### src/rtl/keypad_pkg.sv
// Shared types and helpers for the 4x4 keypad scanner.
// Latency: n/a (declarations only).
// Backpressure: n/a.
//
// Contents: scanner state enum, key code width, column drive reset pattern,
// and the row-priority encoder used when several rows read low at once.
package keypad_pkg;

    typedef enum logic [1:0] {
        ST_SCAN     = 2'd0,
        ST_DEBOUNCE = 2'd1,
        ST_HELD     = 2'd2,
        ST_RELEASE  = 2'd3
    } kp_state_e;

    localparam int          KEY_CODE_W = 4;
    localparam logic [3:0]  COL_N_RST  = 4'b1110;

    // Lowest-index asserted row wins; rows_low is active-high here.
    function automatic logic [1:0] row_prio_enc(input logic [3:0] rows_low);
        logic [1:0] idx;
        idx = 2'd0;
        for (int i = 3; i >= 0; i--) begin
            if (rows_low[i]) begin
                idx = 2'(i);
            end
        end
        return idx;
    endfunction

endpackage

### src/rtl/scan_tick_gen.sv
// Free-running divider producing a one-cycle scan enable every SCAN_DIV clocks.
// Latency: tick is high while the counter sits at SCAN_DIV-1 (combinational decode).
// Backpressure: none; tick is an unconditional periodic enable.
//
// Ports:
//   clk  - system clock
//   rst  - asynchronous active-high reset, counter returns to 0
//   tick - high for one clk cycle out of every SCAN_DIV
module scan_tick_gen #(
    parameter int SCAN_DIV = 50000
) (
    input  logic clk,
    input  logic rst,
    output logic tick
);

    localparam int               CW   = (SCAN_DIV > 1) ? $clog2(SCAN_DIV) : 1;
    localparam logic [CW-1:0]    LAST = CW'(SCAN_DIV - 1);

    logic [CW-1:0] cnt_q;
    logic [CW-1:0] cnt_d;

    assign tick = (cnt_q == LAST);

    always_comb begin
        cnt_d = cnt_q + CW'(1);
        if (tick) begin
            cnt_d = '0;
        end
    end

    always_ff @(posedge clk or posedge rst) begin
        if (rst) begin
            cnt_q <= '0;
        end else begin
            cnt_q <= cnt_d;
        end
    end

endmodule

### src/rtl/keypad_scan.sv
// 4x4 matrix keypad scanner: column drive, synchronized row sense, debounce, key report.
// Latency: detect tick plus DEBOUNCE_SCANS ticks to key_valid; 2-cycle row synchronizer.
// Backpressure: none; key_valid is a one-cycle strobe the consumer must take when seen.
//
// Ports:
//   clk       - system clock
//   rst       - asynchronous active-high reset
//   col_n     - column drive, active-low, one column low at a time
//   row_n     - row sense, active-low, pulled up, asynchronous to clk
//   key_code  - {row[1:0], col[1:0]} of the last accepted key, held
//   key_valid - one-cycle strobe on acceptance (and on auto-repeat)
//   key_down  - high from acceptance until the release is debounced
//
// Build option: define KEYPAD_REPEAT_EN to re-strobe key_valid every
// REPEAT_SCANS ticks while a key stays held.
module keypad_scan
    import keypad_pkg::*;
#(
    parameter int SCAN_DIV       = 50000,
    parameter int DEBOUNCE_SCANS = 4,
    parameter int REPEAT_SCANS   = 250
) (
    input  logic                  clk,
    input  logic                  rst,
    output logic [3:0]            col_n,
    input  logic [3:0]            row_n,
    output logic [KEY_CODE_W-1:0] key_code,
    output logic                  key_valid,
    output logic                  key_down
);

    if (SCAN_DIV < 4 || DEBOUNCE_SCANS < 1 || REPEAT_SCANS < 1) begin : g_param_check
        $error("keypad_scan: SCAN_DIV >= 4, DEBOUNCE_SCANS >= 1, REPEAT_SCANS >= 1");
    end

    localparam int            DW       = $clog2(DEBOUNCE_SCANS + 1);
    localparam logic [DW-1:0] DEB_LAST = DW'(DEBOUNCE_SCANS);

    // Row synchronizer; idle (all high) is the reset value so no phantom press.
    logic [3:0] row_s1_q;
    logic [3:0] row_s2_q;

    always_ff @(posedge clk or posedge rst) begin
        if (rst) begin
            row_s1_q <= 4'hF;
            row_s2_q <= 4'hF;
        end else begin
            row_s1_q <= row_n;
            row_s2_q <= row_s1_q;
        end
    end

    logic tick;

    scan_tick_gen #(
        .SCAN_DIV (SCAN_DIV)
    ) u_tick (
        .clk  (clk),
        .rst  (rst),
        .tick (tick)
    );

    kp_state_e             state_q,     state_d;
    logic [1:0]            col_idx_q,   col_idx_d;
    logic [3:0]            col_n_q,     col_n_d;
    logic [3:0]            row_lat_q,   row_lat_d;
    logic [DW-1:0]         deb_cnt_q,   deb_cnt_d;
    logic [KEY_CODE_W-1:0] key_code_q,  key_code_d;
    logic                  key_valid_q, key_valid_d;
    logic                  key_down_q,  key_down_d;

    logic          rows_idle;
    logic [1:0]    col_adv;
    logic [DW-1:0] deb_inc;

    assign rows_idle = &row_s2_q;
    assign col_adv   = col_idx_q + 2'd1;
    assign deb_inc   = deb_cnt_q + DW'(1);

`ifdef KEYPAD_REPEAT_EN
    localparam int            RW       = $clog2(REPEAT_SCANS + 1);
    localparam logic [RW-1:0] RPT_LAST = RW'(REPEAT_SCANS);

    // Only cleared on entry from DEBOUNCE, so a brief HELD/RELEASE bounce
    // does not restart the repeat interval.
    logic [RW-1:0] rpt_cnt_q, rpt_cnt_d;
    logic [RW-1:0] rpt_inc;

    assign rpt_inc = rpt_cnt_q + RW'(1);

    always_ff @(posedge clk or posedge rst) begin
        if (rst) begin
            rpt_cnt_q <= '0;
        end else begin
            rpt_cnt_q <= rpt_cnt_d;
        end
    end
`endif

    always_comb begin
        state_d     = state_q;
        col_idx_d   = col_idx_q;
        row_lat_d   = row_lat_q;
        deb_cnt_d   = deb_cnt_q;
        key_code_d  = key_code_q;
        key_valid_d = 1'b0;
        key_down_d  = key_down_q;
`ifdef KEYPAD_REPEAT_EN
        rpt_cnt_d   = rpt_cnt_q;
`endif

        if (tick) begin
            case (state_q)
                ST_SCAN: begin
                    if (rows_idle) begin
                        col_idx_d = col_adv;
                    end else begin
                        row_lat_d = row_s2_q;
                        deb_cnt_d = '0;
                        state_d   = ST_DEBOUNCE;
                    end
                end

                ST_DEBOUNCE: begin
                    if (row_s2_q != row_lat_q) begin
                        col_idx_d = col_adv;
                        state_d   = ST_SCAN;
                    end else if (deb_inc == DEB_LAST) begin
                        key_code_d  = {row_prio_enc(~row_lat_q), col_idx_q};
                        key_valid_d = 1'b1;
                        key_down_d  = 1'b1;
                        state_d     = ST_HELD;
`ifdef KEYPAD_REPEAT_EN
                        rpt_cnt_d   = '0;
`endif
                    end else begin
                        deb_cnt_d = deb_inc;
                    end
                end

                ST_HELD: begin
                    // A different non-idle pattern is deliberately ignored here.
                    if (rows_idle) begin
                        deb_cnt_d = '0;
                        state_d   = ST_RELEASE;
                    end
`ifdef KEYPAD_REPEAT_EN
                    else if (rpt_inc == RPT_LAST) begin
                        key_valid_d = 1'b1;
                        rpt_cnt_d   = '0;
                    end else begin
                        rpt_cnt_d = rpt_inc;
                    end
`endif
                end

                ST_RELEASE: begin
                    if (!rows_idle) begin
                        state_d = ST_HELD;
                    end else if (deb_inc == DEB_LAST) begin
                        key_down_d = 1'b0;
                        col_idx_d  = col_adv;
                        state_d    = ST_SCAN;
                    end else begin
                        deb_cnt_d = deb_inc;
                    end
                end

                default: begin
                    state_d = ST_SCAN;
                end
            endcase
        end

        // Registered column drive so the board pins never see decode glitches.
        col_n_d = 4'b1111 ^ (4'b0001 << col_idx_d);
    end

    always_ff @(posedge clk or posedge rst) begin
        if (rst) begin
            state_q     <= ST_SCAN;
            col_idx_q   <= 2'd0;
            col_n_q     <= COL_N_RST;
            row_lat_q   <= 4'hF;
            deb_cnt_q   <= '0;
            key_code_q  <= '0;
            key_valid_q <= 1'b0;
            key_down_q  <= 1'b0;
        end else begin
            state_q     <= state_d;
            col_idx_q   <= col_idx_d;
            col_n_q     <= col_n_d;
            row_lat_q   <= row_lat_d;
            deb_cnt_q   <= deb_cnt_d;
            key_code_q  <= key_code_d;
            key_valid_q <= key_valid_d;
            key_down_q  <= key_down_d;
        end
    end

    assign col_n     = col_n_q;
    assign key_code  = key_code_q;
    assign key_valid = key_valid_q;
    assign key_down  = key_down_q;

endmodule
### config.mk
export PLATFORM = sky130hd
export DESIGN_NAME = keypad_scan
export DESIGN_NICKNAME = d
export VERILOG_FILES = /design/src/rtl/keypad_pkg.sv /design/src/rtl/scan_tick_gen.sv /design/src/rtl/keypad_scan.sv
export SDC_FILE = /design/constraint.sdc
export NUM_CORES = 1
export LEC_CHECK = 0
export BUFFER_PORTS_ARGS = -buffer_cell sky130_fd_sc_hd__buf_2
export CAP_MARGIN = 0
export CORE_MARGIN = 1.5
export CORE_UTILIZATION = 40
export DETAILED_ROUTE_END_ITERATION = 10
export GPL_ROUTABILITY_DRIVEN = 0
export GPL_TIMING_DRIVEN = 0
export SLEW_MARGIN = 20
export SYNTH_ARGS = -nofsm -noshare
export SYNTH_HDL_FRONTEND = slang
export SYNTH_SLANG_ARGS = --single-unit
### constraint.sdc
create_clock -name clk -period 2.4 [get_ports clk]
set_clock_uncertainty 0.05 [all_clocks]
set_input_delay 0.12 -clock clk [delete_from_list [all_inputs] [get_ports clk]]
set_output_delay 0.12 -clock clk [all_outputs]
set_load 0.005 [all_outputs]
==> results of run 1 <==
## metal layers
metal	GRT usage	routed length, um	part of all wire	vias up
met5	0	0	0	-
met4	0.05455	46	0.013	0
li1	-	-	-	663
met2	0.2498	1764	0.50	21
met3	0.04685	134	0.038	6
met1	0.1680	1557	0.44	667
## power by group through the flow
stage	Clock, mW	Sequential (mW)	Combinational (mW)
5_1_grt	0.624	0.776	0.0445
6_report	0.575	0.774	0.0394
3_3_place_gp	0	0.788	0.0271
3_5_place_dp	0	0.789	0.0346
2_1_floorplan	0	0.788	0.0193
4_1_cts	0.592	0.775	0.0409
## placed cells by master, fill, tap and decap left out, types with 4 or more instances in the layout
master         count
dfrtp_1           30
buf_2             17
dfstp_2           15
nor2_1            14
xor2_1            13
nand3_1           12
nand2_1           12
xnor2_1            6
and3_1             5
mux2_2             5
o21ai_0            5
clkbuf_8           5
dlygate4sd3_1      5
a21oi_1            4
mux2_1             4
## stage by stage
stage | util | total power [mW]
6_report | 0.4824 | 1.389
3_5_place_dp | 0.4496 | 0.8232
3_3_place_gp | 0.4442 | 0.8154
5_1_grt | 0.4824 | 1.445
4_1_cts | 0.4824 | 1.407
2_1_floorplan | - | 0.8069
## worst reg2reg max path: cells and delay by family (launching register included)
| family | cells | cell delay, ns |
|---|---|---|
| flops | 1 | 0.41 |
| simple gates | 2 | 0.37 |
| mux | 1 | 0.33 |
| xor+xnor | 1 | 0.17 |
| fa+ha+maj | 1 | 0.25 |
| buf+inv | 2 | 0.47 |
## cells by family (layout without fill, tap and decap cells)
family / count (synthesis) / count (layout) / synth area share
simple gates: 69 / 69 / 0.1988
mux: 12 / 12 / 0.06325
xor+xnor: 19 / 19 / 0.08012
fa+ha+maj: 3 / 3 / 0.01807
flops: 45 / 45 / 0.5512
buf+inv: 10 / 39 / 0.02289
compound gates: 18 / 18 / 0.06566
## worst paths after layout
check,start,end,cells after the start
worst min register to register,row_s1_q[2],row_s2_q[2],0
worst max-delay path,deb_cnt_q[0],key_code[1],7
worst min-delay path,row_s1_q[2],row_s2_q[2],0
worst max register to register,deb_cnt_q[0],key_code[1],7
max in group asynchronous,rst,row_lat_q[2],4
min in group asynchronous,rst,u_tick.cnt_q[4],3
## flip-flops by register name, summed over array words and instances, names as in the netlist
| name | flops |
|---|---|
| u_tick.cnt_q | 16 |
| col_n | 4 |
| key_code | 4 |
| row_lat_q | 4 |
| row_s1_q | 4 |
| row_s2_q | 4 |
| deb_cnt_q | 3 |
| col_idx_q | 2 |
| state_q | 2 |
| key_down | 1 |
| key_valid | 1 |
## final cells by class
class	instances	area, um^2
sequential	45	1145
buffer	6	32.53
clock buffer	5	68.82
timing repair buffer	21	152.6
clock inverter	3	46.29
tap	70	87.58
inverter	4	15.01
multi-input combinational	121	884.6
fill	453	2610
==> metrics, run 1 <==
crit path cell chain ha_1, xor2_1, and3_1, clkbuf_1, and3_1, buf_2, mux2_1; CP Capture Type register; Placed Cells 262; design area 2432 um^2; DP HPWL 2502 um; vias in the first global route between 1k and 1.5k; number of core rows 26; pre-CTS setup slack about 0.25 ns; CTS Buffer Depth 2; period utilization 0.9102; Clock transition at path regs 0.08 ns; CP max stage cell dfrtp_1; EDFF count, synth 0; worst hold slack 0.3084 ns; WS Path Type reg2reg; setup ws final 0.2156 ns; Synth Instances 176; CTS H-tree depth 2; Switch Pwr 0.2907 mW; ant diodes 0; drt wl/cell approximately 13 um; Avg Cell Area, Syn 11.80 um^2; min cycle time layout 2.184 ns; initial core utilization 0.4119; post-cts hold buffer count 5; die area 5634 um^2; R2R Setup Slk between 0.2 and 0.25 ns; unrepaired setup endpoints after global routing no; CP top delay family buffers and inverters; Most used DFF post-synth dfrtp_1; Syn Nets 185; grt ovf 0; internal power 1.098 mW; ys async rst share 1.000; Root Driver clkbuf_8; non-filler cells, final between 200 and 300; initial antenna violation count 0; clock share of power 0.414; clk sinks 45; critical path arrival 2.32 ns; first-pass GRT wire length a little over 6000 um; post-CTS setup buffers 0; top cells by count, synth 30 x dfrtp_1, 15 x dfstp_2, 14 x nor2_1, 13 x xor2_1; Tightest Pin Transition 0.6274 ns; Seq/Total Area, Yosys 0.5512; core area 5042 um^2; Setup violations, final 0; Flop pwr share 0.557; synth top area cells dfrtp_1 36%, dfstp_2 19%, xor2_1 5.5%; synth unique cells 46; Crit path required time 2.54 ns; Final Max Tran Viols 0; pin count of the biggest net entering global routing 26; Ys Warns 0; I/O pin total 16; min-delay worst type reg2reg; final hold viol count 0; Final Net Count 213; combinational power share 0.028; crit-path max FO 8; Post-DRT Antenna Nets 0; WL final 3502 um; maximum vdd drop 0.2350 mV; Max Clock Freq 457.8 MHz; vias approximately 1.4k; crit-path most repeated cell and3_1; Seq cells post-synth 45; Leakage between 1 and 1.5 nW; Die H around 75 um; Yosys top cell by area dfrtp_1; All-Layer GR Usage 0.1449; DR iter-0 viols between 60 and 70; Worst setup SP type register; P&R area growth vs syn 17.11%; share of layout cells above drive strength 1 0.2780; Placed Area 2267 um^2; drt pass-1 iters 4; most common cell in the synthesized netlist dfrtp_1; final setup TNS 0 ns; CTS Buf Count 5; DR DRC count 0; total power per unit cell area roughly 570 nW/um^2; Chip Width 75.06 um; later-pin clock latency in the skew report 0.30 ns; CTS tree yes; mapped cell area 2077 um^2; vias per cell between 4 and 5; CTS resizes 0; Switching Fraction 0.2093; share of the synthesized area in the top cell type 0.3614; status completed; slowest cell delay on critical path 0.41 ns; Critical path buffers and inverters 2; relative slew slack 0.5779; I/O Buffers 15; max cap viols 0
Note: power is estimated with default switching activity, not from simulation.
==> run 2: changes to the inputs <==
--- a/config.mk
+++ b/config.mk
@@ -5,6 +5,7 @@
 export SDC_FILE = /design/constraint.sdc
 export NUM_CORES = 1
 export LEC_CHECK = 0
+export ABC_AREA = 1
 export BUFFER_PORTS_ARGS = -buffer_cell sky130_fd_sc_hd__buf_2
 export CAP_MARGIN = 0
 export CORE_MARGIN = 1.5
@@ -12,6 +13,7 @@
 export DETAILED_ROUTE_END_ITERATION = 10
 export GPL_ROUTABILITY_DRIVEN = 0
 export GPL_TIMING_DRIVEN = 0
+export SETUP_SLACK_MARGIN = 0.02
 export SLEW_MARGIN = 20
 export SYNTH_ARGS = -nofsm -noshare
 export SYNTH_HDL_FRONTEND = slang
==> metrics, run 2 <==
status completed; I/O Buffers 15 (unchanged); Setup violations, final 0 (unchanged); CP Capture Type register; number of core rows 28 (+7.7%); maximum vdd drop 0.2667 mV (+14%); CP top delay family simple AND/OR/NAND/NOR gates; crit-path most repeated cell nand2_1; final hold viol count 0 (unchanged); total power per unit cell area 467.5 nW/um^2 (-18%); Seq/Total Area, Yosys 0.4731 (-0.07809); P&R area growth vs syn 13.34%; Crit path required time 2.60 ns (+0.06 ns); CTS resizes 0 (unchanged); vias 1,835 (+35%); Root Driver clkbuf_8; final setup TNS 0 ns (unchanged); Max Clock Freq 601.1 MHz (+31%); Final Power 1.282 mW (-7.7%); CP max stage cell dfrtp_1; critical path arrival 1.87 ns (-0.45 ns); Chip Width 80.78 um (+7.6%); grt ovf 0 (unchanged); Worst setup SP type register; pin count of the biggest net entering global routing 27 (+3.8%); clk sinks 45 (unchanged); Largest register FFs 16 (unchanged); mapped cell area 2420 um^2 (+17%); post-cts hold buffer count 5 (unchanged); share of the synthesized area in the top cell type 0.3102 (-0.05121); CTS H-tree depth 2 (unchanged); drt pass-1 iters 4 (unchanged); Syn Nets 302 (+63%); vias per cell 4.622 (-6.3%); CTS Buffer Depth 2 (unchanged); CTS Buf Count 5 (unchanged); Synth Instances 293 (+66%); later-pin clock latency in the skew report 0.30 ns (about the same); Most used DFF post-synth dfrtp_1; post-CTS setup buffers 0 (unchanged); min-delay worst type in2async; DR DRC count 0 (unchanged); Leakage 1.357 nW (+26%); R2R depth 12 (+5); period utilization 0.6932 (-0.2170); ys async rst share 1.000 (unchanged); most frequent cells in the layout 78 x nand2_1, 34 x inv_1, 30 x nor2_1, 30 x dfrtp_1; slowest cell delay on critical path 0.42 ns (about the same); share of layout cells above drive strength 1 0.2609 (-0.01718); reg2reg end col_n[3]; Seq cells post-synth 45 (unchanged); CTS tree yes; die area 6525 um^2 (+16%); Tightest Pin Transition 0.4211 ns (-0.2063 ns); setup ws final 0.7363 ns (+0.5207 ns); WS Path Type reg2reg; Clock transition at path regs 0.09 ns (about the same); Final Net Count 330 (+55%); ant diodes 0 (unchanged); DR iter-0 viols 127 (+100%); most common cell in the synthesized netlist nand2_1; initial core utilization 0.4111 (-0.0007712); synth unique cells 31 (-33%); commonest non-fill, non-tap cell in the layout nand2_1; unrepaired setup endpoints after global routing no; Post-DRT Antenna Nets 0 (unchanged); I/O pin total 16 (unchanged); FILL cells 572 (+26%); All-Layer GR Usage 0.1565 (+0.01160); drt wl/cell 10.83 um (-15%); top cells by count, synth 78 x nand2_1, 35 x inv_1, 30 x dfrtp_1, 30 x nor2_1; max cap viols 0 (unchanged); min cycle time layout 1.664 ns (-0.5207 ns); WL final 4301 um (+23%); Die H 80.78 um (+7.6%); pre-CTS setup slack 0.7558 ns (+0.5087 ns); initial antenna violation count 0 (unchanged); reg2reg start deb_cnt_q[0]; Final Max Tran Viols 0 (unchanged); crit path cell chain ha_1, nand2_1, nand3_2, inv_2, nand2_1, nand2_1, nand2_1, inv_1, nand2_1, nand2_1, nand2_1, nand2_1; first-pass GRT wire length 7797 um (+28%); Critical path buffers and inverters 2 (unchanged); crit-path max FO 5 (-3); Largest Register u_tick.cnt_q; vias in the first global route 1,745 (+31%); relative slew slack 0.7189 (+0.1410); core area 5886 um^2 (+17%); DP HPWL 3319 um (+33%); Ys Warns 0 (unchanged); Avg Cell Area, Syn 8.259 um^2 (-30%); Yosys top cell by area dfrtp_1; synth top area cells dfrtp_1 31%, dfstp_2 16%, nand2_1 12%; EDFF count, synth 0 (unchanged); R2R Setup Slk 0.74 ns (+0.52 ns)
==> run 2: changes by cell type in the layout (fill, tap and decap cells not counted), sizes merged, moves of 3 or more <==
cell / previous run / this run
nand2: 12 / 88
inv: 4 / 45
nor2: 14 / 45
nand3: 12 / 22
o21ai: 6 / 16
mux2: 9 / 0
xor2: 13 / 5
and2: 5 / 0
and3: 5 / 0
xnor2: 6 / 1
nand4: 1 / 5
nor2b: 4 / 0
buf: 19 / 16
mux2i: 3 / 0
==> run 2: cells by family after synthesis <==
kind of cell	Yosys count	share of synthesized area
adders and majority gates	3	0.01551
buffers and inverters	46	0.07136
AOI/OAI and AO/OA	28	0.06721
DFF	45	0.4731
and+or+nand+nor	165	0.3511
xor gates and xnor gates	6	0.02172
==> run 2: worst min-delay path, cell delays in order <==
cell	delay, ns
dlygate4sd3_1	0.53
buf_2	0.12
inv_2	0.31
==> run 2: layout make-up <==
class / count / area (um^2) / area share
Tap cell: 75 / 93.84 / 0.03422
Sequential cell: 45 / 1145 / 0.4174
Timing Repair Buffer: 21 / 145.1 / 0.05292
Inverter: 46 / 172.7 / 0.06296
Multi-Input combinational cell: 202 / 1102 / 0.4019
Clock buffer: 7 / 76.32 / 0.02783
Clock inverter: 1 / 7.507 / 0.002737
==> run 2: through the flow <==
step	utilization	area, um^2	instances	hold WS [ns]
after detailed placement	0.4432	2609	384	0.09645
after global routing	0.4660	2743	397	0.3121
after floorplan	-	2420	293	0.07448
after CTS	0.4660	2743	397	0.3067
after global placement	0.4398	2589	383	0.1748
final	0.4660	2743	397	0.3009
==> run 2: layer usage <==
metal | vias up | GRT usage | share of wire
li1 | 977 | - | -
met1 | 835 | 0.2098 | 0.52
met2 | 19 | 0.2496 | 0.45
met3 | 4 | 0.04045 | 0.023
met4 | 0 | 0.04655 | 0.011
met5 | - | 0 | 0
==> run 2: power by group <==
group | switching, mW | internal (mW) | total [mW]
clock | 0.256 | 0.206 | 0.462
sequential | 0.00405 | 0.771 | 0.775
combinational | 0.0282 | 0.0170 | 0.0452
==> run 2: worst max-delay path by stage <==
stage          depth (start not counted)  slack [ns]       startpoint            to
2_1_floorplan                         11        0.93     deb_cnt_q[0]  col_idx_q[1]
3_3_place_gp                           2        0.57              rst      col_n[0]
3_5_place_dp                           8        0.76  u_tick.cnt_q[0]      key_down
4_1_cts                               12        0.74     deb_cnt_q[0]      col_n[3]
5_1_grt                               12        0.52     deb_cnt_q[0]      col_n[3]
6_report                              12        0.74     deb_cnt_q[0]      col_n[3]
